**src/rtl/uart_tx_if.sv**
```systemverilog
// Bridge-side register bus for the UART transmitter: word address, write strobe/data,
// combinational read data and the level interrupt back to the CPU.
interface uart_tx_if;
  logic [31:2] Addr;
  logic        WE;
  logic [31:0] Din;
  logic [31:0] Dout;
  logic        IRQ;

  modport master (output Addr, WE, Din, input Dout, IRQ);
  modport slave  (input Addr, WE, Din, output Dout, IRQ);
endinterface

```
**src/rtl/uart_tx.sv**
```systemverilog
// Memory-mapped 8N1 UART transmitter: DATA/STATUS/CTRL/DIVISOR registers, a small TX FIFO
// and a baud-divided shift FSM driving a registered txd line.
module uart_tx #(
  parameter int FIFO_DEPTH = 4,
  parameter int DIV_RESET  = 16
) (
  input  logic     clk,
  input  logic     reset,
  uart_tx_if.slave bus,
  output logic     txd
);
  localparam int AW = (FIFO_DEPTH > 1) ? $clog2(FIFO_DEPTH) : 1;
  localparam int CW = AW + 1;

  typedef enum logic [1:0] {IDLE, START, DATA, STOP} state_t;

  logic [7:0]    mem [FIFO_DEPTH];
  logic [AW-1:0] wr_ptr, rd_ptr;
  logic [CW-1:0] count;
  logic          overflow;
  logic [1:0]    ctrl;
  logic [15:0]   divisor;
  state_t        state;
  logic [7:0]    shift;
  logic [2:0]    bit_cnt;
  logic [15:0]   baud_cnt;

  logic [1:0]  sel;
  logic        full, empty, push, pop, push_ok;
  logic [15:0] div_m1;
  logic        unused_bits;

  assign sel     = bus.Addr[3:2];
  assign full    = (count == CW'(FIFO_DEPTH));
  assign empty   = (count == '0);
  assign push    = bus.WE && (sel == 2'd0);
  assign pop     = (state == IDLE) && ctrl[0] && !empty;
  // a pop in the same cycle frees the slot, so a push into a full FIFO still lands
  assign push_ok = push && (!full || pop);
  // DIVISOR 0 behaves as 1: the per-bit counter reload is clamped at 0
  assign div_m1  = (divisor == 16'd0) ? 16'd0 : divisor - 16'd1;

  assign unused_bits = ^{bus.Addr[31:4], bus.Din[31:16]};

  always_ff @(posedge clk) begin
    if (reset) begin
      wr_ptr   <= '0;
      rd_ptr   <= '0;
      count    <= '0;
      overflow <= 1'b0;
      ctrl     <= 2'b00;
      divisor  <= 16'(DIV_RESET);
    end else begin
      if (push_ok) wr_ptr <= wr_ptr + AW'(1);
      if (pop)     rd_ptr <= rd_ptr + AW'(1);
      case ({push_ok, pop})
        2'b10:   count <= count + CW'(1);
        2'b01:   count <= count - CW'(1);
        default: ;
      endcase
      if (bus.WE && sel == 2'd1)  overflow <= 1'b0;
      else if (push && !push_ok)  overflow <= 1'b1;
      if (bus.WE && sel == 2'd2)  ctrl     <= bus.Din[1:0];
      if (bus.WE && sel == 2'd3)  divisor  <= bus.Din[15:0];
    end
  end

  always_ff @(posedge clk) begin
    if (push_ok) mem[wr_ptr] <= bus.Din[7:0];
  end

  // Each bit lasts div_m1+1 cycles; the reload at every bit boundary picks up the live DIVISOR.
  always_ff @(posedge clk) begin
    if (reset) begin
      state    <= IDLE;
      txd      <= 1'b1;
      shift    <= '0;
      bit_cnt  <= '0;
      baud_cnt <= '0;
    end else begin
      case (state)
        IDLE: begin
          txd <= 1'b1;
          if (pop) begin
            shift    <= mem[rd_ptr];
            bit_cnt  <= '0;
            baud_cnt <= div_m1;
            txd      <= 1'b0;
            state    <= START;
          end
        end
        START: begin
          if (baud_cnt != 16'd0) baud_cnt <= baud_cnt - 16'd1;
          else begin
            baud_cnt <= div_m1;
            txd      <= shift[0];
            shift    <= {1'b0, shift[7:1]};
            state    <= DATA;
          end
        end
        DATA: begin
          if (baud_cnt != 16'd0) baud_cnt <= baud_cnt - 16'd1;
          else begin
            baud_cnt <= div_m1;
            if (bit_cnt == 3'd7) begin
              txd   <= 1'b1;
              state <= STOP;
            end else begin
              txd     <= shift[0];
              shift   <= {1'b0, shift[7:1]};
              bit_cnt <= bit_cnt + 3'd1;
            end
          end
        end
        STOP: begin
          if (baud_cnt != 16'd0) baud_cnt <= baud_cnt - 16'd1;
          else state <= IDLE;
        end
        default: state <= IDLE;
      endcase
    end
  end

  always_comb begin
    bus.Dout = '0;
    case (sel)
      2'd1:    bus.Dout = {23'd0, 5'(count), overflow, empty, full, state != IDLE};
      2'd2:    bus.Dout = {30'd0, ctrl};
      2'd3:    bus.Dout = {16'd0, divisor};
      default: bus.Dout = '0;
    endcase
  end

  assign bus.IRQ = ctrl[1] && empty && (state == IDLE);
endmodule
```
**src/flat_wrapper.sv**
```systemverilog
// flat-port wrapper written by rule: the top's interface ports become plain ports
module uart_tx_flat 
#(
  parameter int FIFO_DEPTH = 4,
  parameter int DIV_RESET  = 16
)
  (clk, reset, txd, bus_Addr, bus_WE, bus_Din, bus_Dout, bus_IRQ);
  uart_tx_if bus_i ();
  input  logic clk;
  input  logic reset;
  output logic txd;
  input wire logic [$bits(bus_i.Addr)-1:0] bus_Addr;
  input wire logic [$bits(bus_i.WE)-1:0] bus_WE;
  input wire logic [$bits(bus_i.Din)-1:0] bus_Din;
  output wire logic [$bits(bus_i.Dout)-1:0] bus_Dout;
  output wire logic [$bits(bus_i.IRQ)-1:0] bus_IRQ;
  assign bus_i.Addr = bus_Addr;
  assign bus_i.WE = bus_WE;
  assign bus_i.Din = bus_Din;
  assign bus_Dout = bus_i.Dout;
  assign bus_IRQ = bus_i.IRQ;
  uart_tx #(.FIFO_DEPTH(FIFO_DEPTH), .DIV_RESET(DIV_RESET)) u_core (.clk(clk), .reset(reset), .bus(bus_i), .txd(txd));
endmodule
```
**config.mk**
```make
export PLATFORM = sky130hd
export DESIGN_NAME = uart_tx_flat
export DESIGN_NICKNAME = d
export VERILOG_FILES = /design/src/rtl/uart_tx_if.sv /design/src/rtl/uart_tx.sv /design/src/flat_wrapper.sv
export SDC_FILE = /design/constraint.sdc
export NUM_CORES = 1
export LEC_CHECK = 0
export ABC_CLOCK_PERIOD_IN_PS = 5640
export CORE_MARGIN = 5
export CORE_UTILIZATION = 51
export CTS_BUF_LIST = sky130_fd_sc_hd__clkbuf_8 sky130_fd_sc_hd__clkbuf_16
export DETAILED_ROUTE_END_ITERATION = 7
export PLACE_DENSITY_LB_ADDON = 0.2
export SLEW_MARGIN = 20
export SYNTH_ARGS = -nofsm -noshare
export SYNTH_HDL_FRONTEND = slang
export SYNTH_SLANG_ARGS = --single-unit
```
**constraint.sdc**
```tcl
create_clock -name clk -period 5.64 [get_ports clk]
set_input_delay 0.846 -clock clk [delete_from_list [all_inputs] [get_ports clk]]
set_output_delay 0.846 -clock clk [all_outputs]
set_load 0.05 [all_outputs]
```
==> metrics.cfg, run 1 <==
[outcome]
status = finished, final reports clean

[pwr]
peakVddDrop_v = 0.0001624
p_leak_nw = 1.911
powerDensity_nw_per_um2 = 366.3

[sta]
setup_tns_ns = 0
fin_crit_sh = 0.6950
slew_viol_final = 0
fin_crit_ns = 3.920
max_freq_mhz = 255.1
slew_headroom = 0.3554
hold_viol_final = 0
clock_skew_ns = 0.01245
tightest_slew_ns = 0.9638
setup_viol = 0
grt_setup_unrepaired = no

[route]
vias_per_cell = 5.545
num_vias = 3399
dr.first_iter.drc_count = 162
drc = 0
final_antenna_net_count = 0
wl_mm = 9.876
wl_per_cell_um = 16.11
firstDrtPassIters = 5

[setup_path]
crit_path_end = bus_Dout[1]
arrival_ns = 3.07
crit_start = bus_Addr[1]
r2r_end = u_core.count[2]
r2r_start = u_core.state[0]
r2r_cells = 11
crit_slowest_cell = clkdlybuf4s50_1
crit_required_ns = 4.79
crit_chain = clkdlybuf4s50_1 -> nand2b_1 -> o21ai_0 -> clkdlybuf4s50_1
critPathMaxFanout = 22
worstSetupPathType = primary input to primary output
endpoint_kind = primary output
crit_top_cell = clkdlybuf4s50_1
r2r_slack_ns = 2.84
startpoint_type = primary input
cpPeakStageDelay_ns = 0.85

[global_route]
grt.total_usage = 0.1832
top_usage_layer = met2
use_met3 = 0.03423
grt_pass1_vias = 3281
grt_use_met1 = 0.2524
grt_antenna_before_repair = 0
overflow = 0
grt_max_degree = 45
grt_pass1_wl_mm = 16.43
use_met2 = 0.2923

[die]
rows = 34
ios = 99
core-area_um2 = 8806
dieArea_um2 = 11130
die_h_um = 105.5
dieWidth_um = 105.5
start_util = 0.5280

[synth]
yosys.area.top_type = dfxtp_1
ys_async_sr_fraction = 0
synthTopCellsByArea = dfxtp_1 (25%), edfxtp_1 (21%), nand2_1 (4.3%)
synth_area_um2 = 4649
synth_top_area_share = 0.2497
synth.distinct_cells = 59
synthCells = 475
syn_avg_cell_area_um2 = 9.788
synth_edf_count = 32
synth_warnings = 0
synthFlopType = dfxtp_1
synth_seq_cells = 90
ys_seq_area_frac = 0.4564

[finish]
layout.nets = 581
antenna_cells = 0
area_delta_synth_final_pct = 12.35
final_cells = 613
utilization = 0.5932
drive_gt1_frac = 0.07327

[cts]
cts-htree-levels = 3
cts_tree = built
cts-root-buf = clkbuf_8
cts_made_buffers = 9
clockBufferDepth = 2
cts_setup_buffers = 0
path_clk_slew_ns = 0.10
hold_buffers = 0
numClockSinks = 90
clk_latency_ns = 0.37
ctsResizeCount = 0

[placed_design]
io_buffers = 38
dpl.hpwl_mm = 6.892
dp_cells = 597
globalplace.congestion = 0.8803

[hold_path]
hp-start = u_core.bit_cnt[2]
holdCritPathClass = flip-flop to flip-flop

[flow_run]
drv_cap = 0

==> worst min-delay path by stage <==
stage	endpoint	slack, ns	cells past startpoint
2_1_floorplan	u_core.shift[7]	0.45	2
3_3_place_gp	u_core.shift[7]	0.46	2
3_5_place_dp	u_core.bit_cnt[1]	0.47	1
4_1_cts	u_core.bit_cnt[1]	0.50	1
5_1_grt	u_core.bit_cnt[1]	0.51	1
6_report	u_core.bit_cnt[2]	0.49	1
==> state kept, by name, indices dropped and copies added, names as in the netlist, named ones only <==
| register | cells |
|---|---|
| u_core.wr_ptr | 2 |
| u_core.ctrl | 2 |
| u_core.mem | 32 |
| u_core.divisor | 16 |
| u_core.bit_cnt | 3 |
| u_core.txd | 1 |
| u_core.shift | 8 |
| u_core.state | 2 |
| u_core.rd_ptr | 2 |
| u_core.baud_cnt | 16 |
| u_core.count | 3 |
| u_core.overflow | 1 |
==> worst max-delay path, delay by kind of cell <==
kind                   cells  cell delay, ns
and+or+nand+nor            1            0.34
AOI/OAI and AO/OA          1            0.24
buffers and inverters      2            1.65
==> where the power goes <==
| group | internal, W | total (W) | switching [W] |
|---|---|---|---|
| Combinational | 0.000268 | 0.000682 | 0.000415 |
| Clock | 0.000179 | 0.000447 | 0.000267 |
| Sequential | 0.000729 | 0.000785 | 0.0000556 |
| Total | 0.00118 | 0.00191 | 0.000738 |
==> synth_stat cells, types with 4 or more instances <==
cell	n
xnor2_1	14
mux2_2	4
mux4_2	8
nor2_1	39
ha_1	15
a21oi_1	37
nor2b_1	7
clkbuf_1	20
a211oi_1	10
edfxtp_1	32
buf_4	17
and2_1	5
a32o_1	4
nand2_1	53
inv_1	17
nand3b_1	4
nand3_1	7
and3_1	10
mux2i_1	16
o21ai_0	23
nand2b_1	4
xor2_1	8
dfxtp_1	58
nor3_1	8
==> cell type report <==
class,instances,area (µm²)
fill,731,3582
multi-input combinational,342,2300
sequential,90,2122
timing repair buffer,40,395.4
tap,108,135.1
clock buffer,9,123.9
clock inverter,7,83.83
inverter,17,63.81
==> cell families (layout without fill, tap and decap cells) <==
group	Yosys count	after routing	share of synthesized area
and+or+nand+nor	161	161	0.1776
AOI/OAI and AO/OA	99	99	0.1338
DFF	90	90	0.4564
buffers and inverters	58	73	0.06243
muxes	28	28	0.08288
xor gates and xnor gates	22	22	0.04144
adders and majority gates	16	16	0.04467
other	1	16	0.0008065
==> cell usage in the layout, fill, tap and decap left out, drive strengths merged, types with 9 or more instances in the layout <==
| cell type | netlist | layout |
|---|---|---|
| mux2i | 16 | 16 |
| edfxtp | 32 | 32 |
| and3 | 10 | 10 |
| a21oi | 38 | 38 |
| nor2 | 39 | 39 |
| clkdlybuf4s50 | 0 | 38 |
| conb | 1 | 16 |
| nand2 | 53 | 53 |
| ha | 15 | 15 |
| xnor2 | 14 | 14 |
| o21ai | 23 | 23 |
| inv | 17 | 21 |
| dfxtp | 58 | 58 |
| clkbuf | 20 | 9 |
| a211oi | 11 | 11 |
==> through the flow <==
step / hold WS (ns) / area [µm²] / power [W] / worst slack [ns]
floorplan: 0.4496 / 4706 / 0.001353 / 2.463
CTS: 0.5007 / 5224 / 0.001918 / 1.767
detailed placement: 0.4748 / 5016 / 0.001472 / 1.734
global placement: 0.4614 / 5016 / 0.001458 / 1.766
finish: 0.4938 / 5224 / 0.001914 / 1.720
global route: 0.5062 / 5224 / 0.002037 / 1.550
==> layer usage <==
layer | part of all wire | wire length, µm | vias to the layer above
li1 | - | - | 1717
met1 | 0.48 | 4742 | 1592
met2 | 0.47 | 4616 | 83
met3 | 0.044 | 439 | 7
met4 | 0.0077 | 76 | 0
met5 | 0 | 0 | -
Note: power is estimated with default switching activity, not from simulation.
==> run 2: changes to the inputs <==
ABC_CLOCK_PERIOD_IN_PS = 4100   (was 5640)
clock period = 4.1 ns   (was 5.64 ns; I/O delays follow)
==> run 2 against run 1 <==
Effect of this change: sequential power rose by 38%; critical endpoint unchanged; worst setup slack worse by 1.1 ns; routed wire length grew 1.1%; sequential share of layout area is 0.12 points higher; critical path depth did not move.
==> metrics.cfg, run 2 (synthesis gave the netlist of run 1 again) <==
[outcome]
status = finished, final reports clean

[setup_path]
critPathMaxFanout = 22
crit_slowest_cell = clkdlybuf4s50_1
cpPeakStageDelay_ns = 0.86
crit_chain = clkdlybuf4s50_1 -> nand2b_1 -> o21ai_0 -> clkdlybuf4s50_1
worstSetupPathType = primary input to primary output
startpoint_type = primary input
endpoint_kind = primary output
crit_required_ns = 3.48
crit_top_cell = clkdlybuf4s50_1
crit_buf_inv = 2
path_delay_family = buffers and inverters
arrival_ns = 2.84

[pwr]
finalPower_w = 0.002579
peakVddDrop_v = 0.0002620
powerDensity_nw_per_um2 = 495.2
p_leak_nw = 1.910

[sta]
tightest_slew_ns = 0.9406
slew_headroom = 0.3709
grt_setup_unrepaired = no
max_freq_mhz = 289.1
slew_viol_final = 0
fin_crit_ns = 3.459
setup_tns_ns = 0
fin_crit_sh = 0.8437
hold_viol_final = 0
clock_skew_ns = 0.01237
setup_viol = 0

[route]
firstDrtPassIters = 4
wl_per_cell_um = 16.24
wl_met3_um = 583
final_antenna_net_count = 0
drc = 0
highest-signal-layer = met4
dr.first_iter.drc_count = 242
met1_length_mm = 4.703
vias_per_cell = 5.662
wl_mm = 9.985
num_vias = 3482
wl_met2_mm = 4.594

[global_route]
overflow = 0
grt.total_usage = 0.1814
grt_antenna_before_repair = 0
grt_max_degree = 44
grt_pass1_wl_mm = 16.14
grt_pass1_vias = 3295

[die]
rows = 34
dieWidth_um = 105.5
ios = 99
die_h_um = 105.5
core-area_um2 = 8806
start_util = 0.5280
dieArea_um2 = 11130

[cts]
cts_setup_buffers = 0
clockBufferDepth = 2
numClockSinks = 90
path_clk_slew_ns = 0.09
cts_made_buffers = 9
hold_buffers = 0
cts-htree-levels = 3
clk_latency_ns = 0.36
cts_tree = built
cts-root-buf = clkbuf_8
ctsResizeCount = 0

[finish]
final_common_cell = dfxtp_1
layout.nets = 583
fillers = 757
reg.largest.list = u_core.mem: 32 flops, u_core.baud_cnt: 16 flops, u_core.divisor: 16 flops
area_delta_synth_final_pct = 12.03
largest_reg_flops = 32
final_cell_mix = dfxtp_1 (58), nand2_1 (53), nor2_1 (39)
drive_gt1_frac = 0.07495
antenna_cells = 0
top_register = u_core.mem

[flow_run]
drv_cap = 0

[placed_design]
globalplace.congestion = 0.8538
io_buffers = 38
dpl.hpwl_mm = 7.055

[hold_path]
holdCritPathClass = flip-flop to flip-flop

[run 2: cell count changes in the layout (fill, tap and decap cells not counted)]
cell	delta
inv_6	+1
inv_8	-2
clkinvlp_4	+1
clkinv_2	+1
clkinv_8	-2
buf_4	+2
inv_1	+1
[run 2: where the power goes]
| part | internal (W) | switching, W |
|---|---|---|
| Combinational | 0.000369 | 0.000571 |
| Clock | 0.000227 | 0.000334 |
| Sequential | 0.00100 | 0.0000751 |
| Total | 0.00160 | 0.000980 |
[run 2: path summary, 6_finish.rpt]
check / from / cells after the start / slack, ns / endpoint
worst max-delay path: bus_Addr[1] / 4 / 0.64 / bus_Dout[1]
worst min-delay path: u_core.shift[7] / 2 / 0.48 / u_core.shift[7]
worst max register to register: u_core.baud_cnt[0] / 7 / 1.54 / u_core.baud_cnt[3]
worst min register to register: u_core.shift[7] / 2 / 0.48 / u_core.shift[7]
[run 2: metrics by stage]
step / std cells / cell area (µm²) / util / setup slack, ns / hold WS [ns]
2_1_floorplan: 490 / 4706 / - / 1.385 / 0.4496
3_3_place_gp: 599 / 5031 / 0.5713 / 0.7008 / 0.4607
3_5_place_dp: 599 / 5031 / 0.5713 / 0.6674 / 0.4647
4_1_cts: 615 / 5209 / 0.5915 / 0.6560 / 0.4802
5_1_grt: 615 / 5209 / 0.5915 / 0.4970 / 0.5033
6_report: 615 / 5209 / 0.5915 / 0.6407 / 0.4829
[run 2: final cells by class]
class                   count  area, µm²  share of cell area
multi-input cells         342       2300              0.4415
flip-flops and latches     90       2122              0.4074
repair buffers             42      410.4             0.07879
well taps                 108      135.1             0.02594
clock buffers               9      123.9             0.02378
inverters                  17      63.81             0.01225
clock inverters             7      53.80             0.01033
[run 2: routing by layer]
metal,vias to the layer above,GRT usage
li1,1720,-
met1,1664,0.2506
met2,89,0.2855
met3,9,0.04523
met4,0,0.04780
met5,-,0
[run 2: worst min-delay path: stages, from the launching register on]
cell and delay [ns]:
dfxtp_1 0.32, nand2b_1 0.06, a21oi_1 0.06
==> run 3: changes to the inputs <==
ABC_CLOCK_PERIOD_IN_PS = 3100   (was 4100)
CORE_UTILIZATION = 46   (was 51)
clock period = 3.1 ns   (was 4.1 ns; I/O delays follow)
==> run 3 against run 2 <==
Effect of this change: design area grew 0.82%; clock power grew 40%; routed wire length shrank 0.47%; clock-buffer cell count is the same; combinational power grew 32%; utilization shrank 5.7 points; die area grew 9.8%; first-iteration DRC count shrank 28%; hold slack gained 0.013 ns; final cell count grew 4.6%; clock skew shrank 0.0015 ns; sequential power grew 32%; critical path type is now flip-flop to primary output; largest power group unchanged; highest routed layer unchanged.
==> metrics.cfg, run 3 (synthesis gave the netlist of run 1 again) <==
[finish]
final_common_cell = dfxtp_1
layout.nets = 586
drive_gt1_frac = 0.1118
largest_reg_flops = 32
reg.largest.list = u_core.mem: 32 flops, u_core.baud_cnt: 16 flops, u_core.divisor: 16 flops
final_cell_mix = dfxtp_1 (58), nand2_1 (53), nor2_1 (39)
top_register = u_core.mem
area_delta_synth_final_pct = 12.94
fillers = 921
stdcell_area_um2 = 5251
antenna_cells = 0

[pwr]
internal-power_w = 0.002137
peakVddDrop_v = 0.0002998
pwr-share-seq = 0.413
clkPwrFrac = 0.228
p_sw_w = 0.001317
combPwrFrac = 0.359
powerDensity_nw_per_um2 = 657.8
p_leak_nw = 1.966
swShare = 0.3812

[die]
die_h_um = 110.5
core-area_um2 = 9819
ios = 99
dieWidth_um = 110.5
dieArea_um2 = 12220
start_util = 0.4735
rows = 36

[global_route]
grt.total_usage = 0.1685
grt_antenna_before_repair = 0
grt_max_degree = 36
grt_pass1_vias = 3390
overflow = 0
grt_pass1_wl_mm = 16.96

[sta]
max_freq_mhz = 375.8
fin_crit_ns = 2.661
slew_headroom = 0.5397
clock_skew_ns = 0.01082
slew_viol_final = 0
hold_viol_final = 0
setup_tns_ns = 0
fin_crit_sh = 0.8584
grt_setup_unrepaired = no
setup_viol = 0
tightest_slew_ns = 0.6905

[cts]
clk_latency_ns = 0.36
path_clk_slew_ns = 0.10
clockBufferDepth = 2
cts_made_buffers = 9
cts-htree-levels = 3
numClockSinks = 90
cts_tree = built
hold_buffers = 0
cts-root-buf = clkbuf_8
cts_setup_buffers = 0
ctsResizeCount = 0

[route]
num_vias = 3399
dr.first_iter.drc_count = 174
firstDrtPassIters = 4
wl_mm = 9.938
vias_per_cell = 5.286
final_antenna_net_count = 0
wl_per_cell_um = 15.46
drc = 0

[placed_design]
dpl.hpwl_mm = 7.287
globalplace.congestion = 0.8163
place_area_um2 = 5051
io_buffers = 38

[hold_path]
holdCritPathClass = flip-flop to flip-flop

[setup_path]
critPathMaxFanout = 5
startpoint_type = flip-flop
endpoint_kind = primary output
arrival_ns = 2.20
crit_required_ns = 2.63
worstSetupPathType = flip-flop to primary output

[outcome]
status = finished, final reports clean

[flow_run]
drv_cap = 0

## run 3: changes by cell type in the layout (fill, tap and decap cells not counted)
| cell | before | now |
|---|---|---|
| clkdlybuf4s50_1 | 38 | 22 |
| clkinv_2 | 1 | 0 |
| inv_1 | 18 | 17 |
| clkinv_4 | 1 | 2 |
| buf_4 | 4 | 22 |
| clkinvlp_4 | 1 | 0 |
| a31oi_1 | 2 | 3 |
| buf_12 | 0 | 1 |
| inv_6 | 2 | 1 |
| a31oi_2 | 1 | 0 |
| clkinv_8 | 0 | 1 |
| inv_8 | 1 | 3 |
## run 3: metrics by stage
step                  util  cells  hold WS, ns  power (W)  setup WS [ns]
global route        0.5348    643       0.5205   0.003688         0.3489
detailed placement  0.5144    627       0.4784   0.002689         0.3583
floorplan                -    490       0.4496   0.002462         0.6851
finish              0.5348    643       0.4960   0.003454         0.4390
CTS                 0.5348    643       0.4944   0.003477         0.4205
global placement    0.5144    627       0.4586   0.002661         0.4240
## run 3: final timing paths
check        cells after the start  slack [ns]         endpoint            start
max                              3        0.44          bus_IRQ  u_core.count[0]
max reg2reg                     10        0.55  u_core.count[2]  u_core.state[0]
min                              2        0.50  u_core.shift[7]  u_core.shift[7]
min reg2reg                      2        0.50  u_core.shift[7]  u_core.shift[7]
## run 3: final cells by class
cell class,count,area (µm²),share of cell area
clock buffers,9,123.9,0.02359
clock inverters,7,76.32,0.01453
inverters,17,63.81,0.01215
multi-input cells,342,2293,0.4367
flip-flops and latches,90,2122,0.4041
well taps,133,166.4,0.03169
repair buffers,45,405.4,0.07720
## run 3: power groups by stage
stage                     Sequential, W  Combinational, W  Clock, W
after floorplan                 0.00144           0.00102         0
after global placement          0.00145           0.00121         0
after detailed placement        0.00145           0.00123         0
after CTS                       0.00143           0.00124  0.000809
after global routing            0.00145           0.00138  0.000861
final                           0.00143           0.00124  0.000788
## run 3: critical path, cell delays in order (launching register included)
cell and delay [ns]:
dfxtp_1 0.36, or3_1 0.50, nor2_1 0.16, clkdlybuf4s50_1 0.82
## run 3: per-layer routing
| metal | share of wire | global-route usage |
|---|---|---|
| met5 | 0 | 0 |
| met4 | 0.015 | 0.05337 |
| met3 | 0.048 | 0.02352 |
| met2 | 0.46 | 0.2751 |
| met1 | 0.48 | 0.2312 |
